**config.mk**
```make
export PLATFORM = sky130hd
export DESIGN_NAME = coreahblite_master_dataphase
export DESIGN_NICKNAME = d
export VERILOG_FILES = /design/src/rtl/coreahblite_master_dataphase.sv
export SDC_FILE = /design/constraint.sdc
export NUM_CORES = 1
export LEC_CHECK = 0
export ABC_AREA = 1
export CAP_MARGIN = 5
export CORE_AREA = 2 2 247 249
export CTS_CLUSTER_SIZE = 25
export DETAILED_ROUTE_END_ITERATION = 6
export DIE_AREA = 0 0 249 251
export GPL_TIMING_DRIVEN = 0
export HOLD_SLACK_MARGIN = 0.15
export PLACE_DENSITY_LB_ADDON = 0.05
export SKIP_LAST_GASP = 1
export SYNTH_ARGS = -nofsm -noshare
export SYNTH_HDL_FRONTEND = slang
export SYNTH_SLANG_ARGS = --single-unit
```
**constraint.sdc**
```tcl
create_clock -name HCLK -period 2 [get_ports HCLK]
set_input_delay 0.3 -clock HCLK [delete_from_list [all_inputs] [get_ports HCLK]]
set_output_delay 0.3 -clock HCLK [all_outputs]
set_load 0.02 [all_outputs]
```
**src/rtl/coreahblite_master_dataphase.sv**
```systemverilog
// Per-master AHB-Lite address decode and data-phase tracker: routes responses from the selected slot or the default slave.
// Optional wait-state timeout enabled by defining COREAHBLITE_DATAPHASE_TIMEOUT_EN.
module coreahblite_master_dataphase #(
  parameter logic [15:0] SLAVE_EN       = 16'hFFFF,
  parameter int          TIMEOUT_CYCLES = 16
) (
  input  logic          HCLK,
  input  logic          HRESETN,
  input  logic [31:0]   HADDR_M,
  input  logic [1:0]    HTRANS_M,
  output logic          HREADY_M,
  output logic          HRESP_M,
  output logic [31:0]   HRDATA_M,
  output logic [15:0]   HSEL_S,
  input  logic [511:0]  HRDATA_S,
  input  logic [15:0]   HREADYOUT_S,
  input  logic [15:0]   HRESP_S,
  output logic          DEFSLAVEDATASEL,
  input  logic          DEFSLAVEDATAREADY,
  input  logic          HRESP_DEFAULT
);

`ifdef COREAHBLITE_DATAPHASE_TIMEOUT_EN
  typedef enum logic [2:0] {
    ST_IDLE,
    ST_SLAVE,
    ST_DEFAULT,
    ST_TOERR1,
    ST_TOERR2
  } state_t;
`else
  typedef enum logic [1:0] {
    ST_IDLE,
    ST_SLAVE,
    ST_DEFAULT
  } state_t;
`endif

  state_t      state_reg, state_next;
  logic [3:0]  data_sel_reg, data_sel_next;
  logic [3:0]  addr_slot;
  logic        slot_populated;
  logic        hready_int;
  logic [31:0] slave_rdata [16];

  // Reject out-of-range timeout limits at elaboration time.
  if (TIMEOUT_CYCLES < 2 || TIMEOUT_CYCLES > 255) begin : g_bad_timeout
    $error("TIMEOUT_CYCLES must be in 2..255");
  end

  assign addr_slot      = HADDR_M[31:28];
  assign slot_populated = SLAVE_EN[addr_slot];

  for (genvar gi = 0; gi < 16; gi++) begin : g_slot
    assign HSEL_S[gi]      = (addr_slot == 4'(gi)) && SLAVE_EN[gi];
    assign slave_rdata[gi] = HRDATA_S[32*gi +: 32];
  end

`ifdef COREAHBLITE_DATAPHASE_TIMEOUT_EN
  localparam logic [7:0] TO_LIMIT = 8'(TIMEOUT_CYCLES);
  logic [7:0] to_cnt_reg, to_cnt_next;
`endif

  always_comb begin
    state_next      = state_reg;
    data_sel_next   = data_sel_reg;
    hready_int      = 1'b1;
    HRESP_M         = 1'b0;
    HRDATA_M        = 32'h0;
    DEFSLAVEDATASEL = 1'b0;

    case (state_reg)
      ST_SLAVE: begin
        hready_int = HREADYOUT_S[data_sel_reg];
        HRESP_M    = HRESP_S[data_sel_reg];
        HRDATA_M   = slave_rdata[data_sel_reg];
      end
      ST_DEFAULT: begin
        DEFSLAVEDATASEL = 1'b1;
        hready_int      = DEFSLAVEDATAREADY;
        HRESP_M         = HRESP_DEFAULT;
      end
`ifdef COREAHBLITE_DATAPHASE_TIMEOUT_EN
      ST_TOERR1: begin
        hready_int = 1'b0;
        HRESP_M    = 1'b1;
      end
      ST_TOERR2: begin
        HRESP_M = 1'b1;
      end
`endif
      default: ;
    endcase

    // The next address phase is captured in the same cycle the current data phase completes.
    if (hready_int) begin
      if (HTRANS_M[1] && slot_populated) begin
        state_next    = ST_SLAVE;
        data_sel_next = addr_slot;
      end else if (HTRANS_M[1]) begin
        state_next = ST_DEFAULT;
      end else begin
        state_next = ST_IDLE;
      end
    end

`ifdef COREAHBLITE_DATAPHASE_TIMEOUT_EN
    to_cnt_next = to_cnt_reg;
    if (hready_int) begin
      to_cnt_next = 8'h0;
    end else if (state_reg == ST_SLAVE) begin
      to_cnt_next = to_cnt_reg + 8'd1;
      if (to_cnt_reg + 8'd1 == TO_LIMIT) begin
        state_next = ST_TOERR1;
      end
    end
    if (state_reg == ST_TOERR1) begin
      state_next = ST_TOERR2;
    end
`endif
  end

  assign HREADY_M = hready_int;

  always_ff @(posedge HCLK or negedge HRESETN) begin
    if (!HRESETN) begin
      state_reg    <= ST_IDLE;
      data_sel_reg <= 4'h0;
    end else begin
      state_reg    <= state_next;
      data_sel_reg <= data_sel_next;
    end
  end

`ifdef COREAHBLITE_DATAPHASE_TIMEOUT_EN
  always_ff @(posedge HCLK or negedge HRESETN) begin
    if (!HRESETN) begin
      to_cnt_reg <= 8'h0;
    end else begin
      to_cnt_reg <= to_cnt_next;
    end
  end
`endif

endmodule

```
; ---- Word-level counts from Yosys, hierarchy flattened
; Memories as Yosys holds them, arrays and structs flattened.
; Index checks and enable logic that the tools add are counted.
[classes]
magnitude_cmp = 3
n_eq_ne = 17
n_mux = 14
n_bitwise = 1
reduce_logical = 3
[op_table]
columns = cell, count
row1 = binary-select mux 32 bit (select 4 bit), 1
row2 = 2-to-1 mux 32 bit, 3
row3 = "== test 4 bit, second input constant", 8
row4 = "== test 4 x 3 -> 1 bit, second input constant", 4
row5 = "less-than comparator 4 x 5 -> 1 bit, second input constant", 2
row6 = binary-select mux 1 bit (select 4 bit), 2
row7 = "== test 4 x 2 -> 1 bit, second input constant", 2
row8 = "greater-or-equal comparator 5 bit, second input constant", 1
row9 = NOT 4 -> 5 bit, 1
row10 = "== test 4 x 1 -> 1 bit, second input constant", 1
row11 = zero test 4 bit, 1
row12 = 2-to-1 mux 1 bit, 4
row13 = 2-to-1 mux 2 bit, 2
row14 = one-hot mux 1 bit (2 select lines), 2
row15 = "== test 2 x 1 -> 1 bit, second input constant", 1
row16 = "== test 2 bit, second input constant", 1
row17 = AND reduction 2 bit, 1
row18 = logical AND 1 bit, 1
[word_totals]
register_bits = 6
rom_bits = 16
out_inout_bits = 51
n_memories = 1
[mem_list]
columns = name, words, word_bits, rd, rd_ports_with_merged_regs, wr, line_no
row1 = (no name shown), 16, 1, 1, 0, 0, 52  ; assign slot_populated = SLAVE_EN[addr_slot];

; ---- Longest topological paths before layout
; Gate-level depths: netlist of run 1.
[depth]
word_depth = 5
mapped_depth = 12
mapped_depth_nobuf = 10

; ---- Least setup slack after synthesis of run 1
; OpenSTA, ideal clock, no wires.
[synth_timing]
path_type = reg-to-output
from = register data_sel_reg[0]
to = output port HRDATA_M[3]
t_arrival_ns = 1.619
required_time_ns = 1.700
setup_slack_ns = 0.081
stages_incl_launch_ff = 10
path_cell_list = dfrtp_1 inv_2 buf_6 buf_6 buf_6 buf_6 nor2_1 o211ai_1 o211ai_1 a21oi_1
[synth_between]
elab_chain_cells = 5
[synth_lines]
columns = element, line_no
row1 = "start, declared", 40  ; logic [3:0] data_sel_reg, data_sel_next;
row2 = "start signal, assigned", 131  ; data_sel_reg <= data_sel_next;
row3 = NOT 4 -> 5 bit (implied by the code), 76  ; HRDATA_M = slave_rdata[data_sel_reg];
row4 = binary-select mux 32 bit (select 4 bit), 76
row5 = 2-to-1 mux 32 bit (implied by the code) (2 in a row), 76
row6 = 2-to-1 mux 32 bit, 72  ; case (state_reg)
row7 = "end, declared", 13  ; output logic [31:0] HRDATA_M,
; Every way passes these cells. The select of a mux whose other input is x is not followed.

; ---- Worst setup path in the final report of run 1
[layout_timing]
from = register data_sel_reg[0]
to = output port HRDATA_M[9]
; The elaborated chain is that of the path after synthesis.

==> impl_metrics.json, run 1 <==
{
  "core_area_um2": 59800,
  "wl_per_cell_um": 27.4,
  "synth_edf_count": 0,
  "r2r_start": "data_sel_reg[0]",
  "cts_made_buffers": 3,
  "vias": 10600,
  "detail-route-antenna-nets": 0,
  "synthToLayoutAreaGrowth_pct": 153,
  "yosys_most_used_dff": "dfrtp_1",
  "critical_path_class": "flop to output pin",
  "grt_max_degree": 11,
  "ys_warn_count": 0,
  "nets": 2315,
  "crit_arrival_ps": 2510,
  "grt_usage_pct": 21.2,
  "yosys_register_bits": 5,
  "tightest_slew_ps": 1060,
  "route.detailed.drc": 0,
  "ys_types": 21,
  "post-place-ws_ps": -1850,
  "hp-class": "input pin to async pin",
  "antenna_found_initial": 19,
  "cts_tree": "built",
  "cp_max_fo": 8,
  "fill_cells": 6897,
  "post_route_cells_drive_above_1_share_pct": 15.1,
  "synthCells": 1090,
  "setup_tns_ps": -20870,
  "grt_pass1_wl_um": 93100,
  "final_common_cell": "clkdlybuf4s50_1",
  "drv_slew": 0,
  "netlist_top_cells_area": "nor2_1, o21ai_0, o211ai_1",
  "clk-insertion-delay-late_ps": 230,
  "hold_viol_final": 0,
  "peakVddDrop_mv": 0.382,
  "grt_overflow": 0,
  "cts_buffer_depth": 2,
  "ys_async_sr_fraction_pct": 100,
  "place_congestion": 0.839,
  "status": "finished, violations left",
  "crit_path_start": "data_sel_reg[0]",
  "syn_area_um2": 5410,
  "portBuffers": 600,
  "start_util_pct": 9.05,
  "die-area_um2": 62500,
  "period_needed_ps": 2810,
  "power.total_uw": 18600,
  "skew_ps": 1.30,
  "required_ps": 1700,
  "ios": 633,
  "wirelength_um": 69300,
  "end_kind": "output pin",
  "cap_violations": 0,
  "hpwl_um": 58000,
  "synth_top_cell_by_area": "nor2_1",
  "p_leak_uw": 0.00502,
  "drt_iter0_drc": 544,
  "routed_via_density": 4.17,
  "fin_ws_ps": -807,
  "fmax_ghz": 0.356,
  "htreeDepth": 1,
  "cts_root_buffer": "clkbuf_16",
  "rows": 90,
  "start_kind": "flop",
  "max_slew_margin_pct": 29.6,
  "reg2reg_slack_ps": -90,
  "fin_util_pct": 22.9,
  "first_pass_iters": 7,
  "seq_area_frac_synth_pct": 2.31,
  "grt_pass1_vias": 11400,
  "r2r-end": "data_sel_reg[3]",
  "numClockSinks": 5,
  "layout_common_cells": "clkdlybuf4s50_1, nor2_1, o21ai_0",
  "setup_viol": 39,
  "syn_nets": 1672,
  "powerDensity_nw_per_um2": 1360,
  "worstRegToRegCells": 16,
  "rsz0062_at_grt": "yes",
  "yosysTopAreaCellShare_pct": 27.7,
  "avgSynthCellArea_um2": 4.96,
  "path_clk_slew_ps": 30,
  "die_x_um": 249,
  "die_h_um": 251,
  "largest_register_ffs": 4,
  "violations": "negative setup slack",
  "finalCritPeriodShare_pct": 140
}
-- cells by family after synthesis --
logic type / Yosys count / share of synthesized area [%]
and+or+nand+nor: 502 / 36.3
buffers and inverters: 132 / 13.3
DFF: 5 / 2.31
other: 1 / 0.0693
AOI/OAI and AO/OA: 450 / 48.0
-- area by class of cell --
type | instances | area [um^2] | area share [%]
timing repair buffer | 641 | 6480 | 47.3
inverter | 17 | 71.3 | 0.521
buffer | 112 | 1010 | 7.37
multi-input combinational | 953 | 4920 | 35.9
sequential | 5 | 126 | 0.923
clock buffer | 4 | 78.8 | 0.575
antenna | 15 | 37.5 | 0.274
tap | 782 | 978 | 7.14
-- worst max-delay path by stage --
stage | end | slack (ps)
floorplan | HRDATA_M[3] | 80
global placement | HRDATA_M[27] | -1870
detailed placement | HRDATA_M[27] | -1850
CTS | HRDATA_M[3] | -760
global route | HRDATA_M[3] | -800
finish | HRDATA_M[9] | -810
-- synthesized netlist by cell type (3+ instances only) --
library cell and n:
a21oi_1 33, buf_1 10, buf_2 22, buf_4 3, buf_6 23, clkbuf_1 56, dfrtp_1 5, inv_1 14
nand2_1 41, nand3_1 59, nor2_1 400, o211ai_1 120, o21ai_0 208, o21ai_1 77, o221ai_1 12
-- report_power, final --
| part | leakage, uW | internal, uW | total [uW] | switching [uW] |
|---|---|---|---|---|
| clock network | 0.0000382 | 264 | 329 | 64.9 |
| registers | 0.0000594 | 154 | 253 | 98.9 |
| logic | 0.00492 | 6870 | 18000 | 11100 |
-- layer usage --
metal	track usage [%]	share of wire, %
met1	25.0	41
met4	2.53	0.55
met3	4.84	6.3
met2	39.9	52
met5	0	0.094
-- stage by stage --
stage,hold WS [ps],cells,cell area [um^2]
CTS,317,2504,13400
floorplan,4.41,1090,5410
global route,329,2523,13700
finish,305,2529,13700
detailed placement,555,2472,12400
global placement,542,2472,12400
-- critical path, stage by stage (launching register included) --
cell and delay, ps:
dfrtp_2 470, buf_12 170, buf_16 160, buf_12 160, nor2_4 90, nor2_1 40, o21ai_1 90, o21ai_2 90
o211ai_1 590, a21oi_1 170, buf_4 220
-- repair_timing --
action | CTS | global route
hold endpoints to repair | 0 | 0
setup buffers | 27 | 11
pin swaps | 77 | 68
resized for setup | 441 | 94
endpoints found under the setup margin | 55 | 39
gates cloned | 3 | 1
hold buffers | 0 | 0
Note: power is estimated with default switching activity, not from simulation.
==> inputs of run 2 (changes only) <==
- CTS_CLUSTER_DIAMETER: unset -> 120
==> results of run 2 <==
Same layout as run 1: the final DEF is identical, and so are final timing and power.
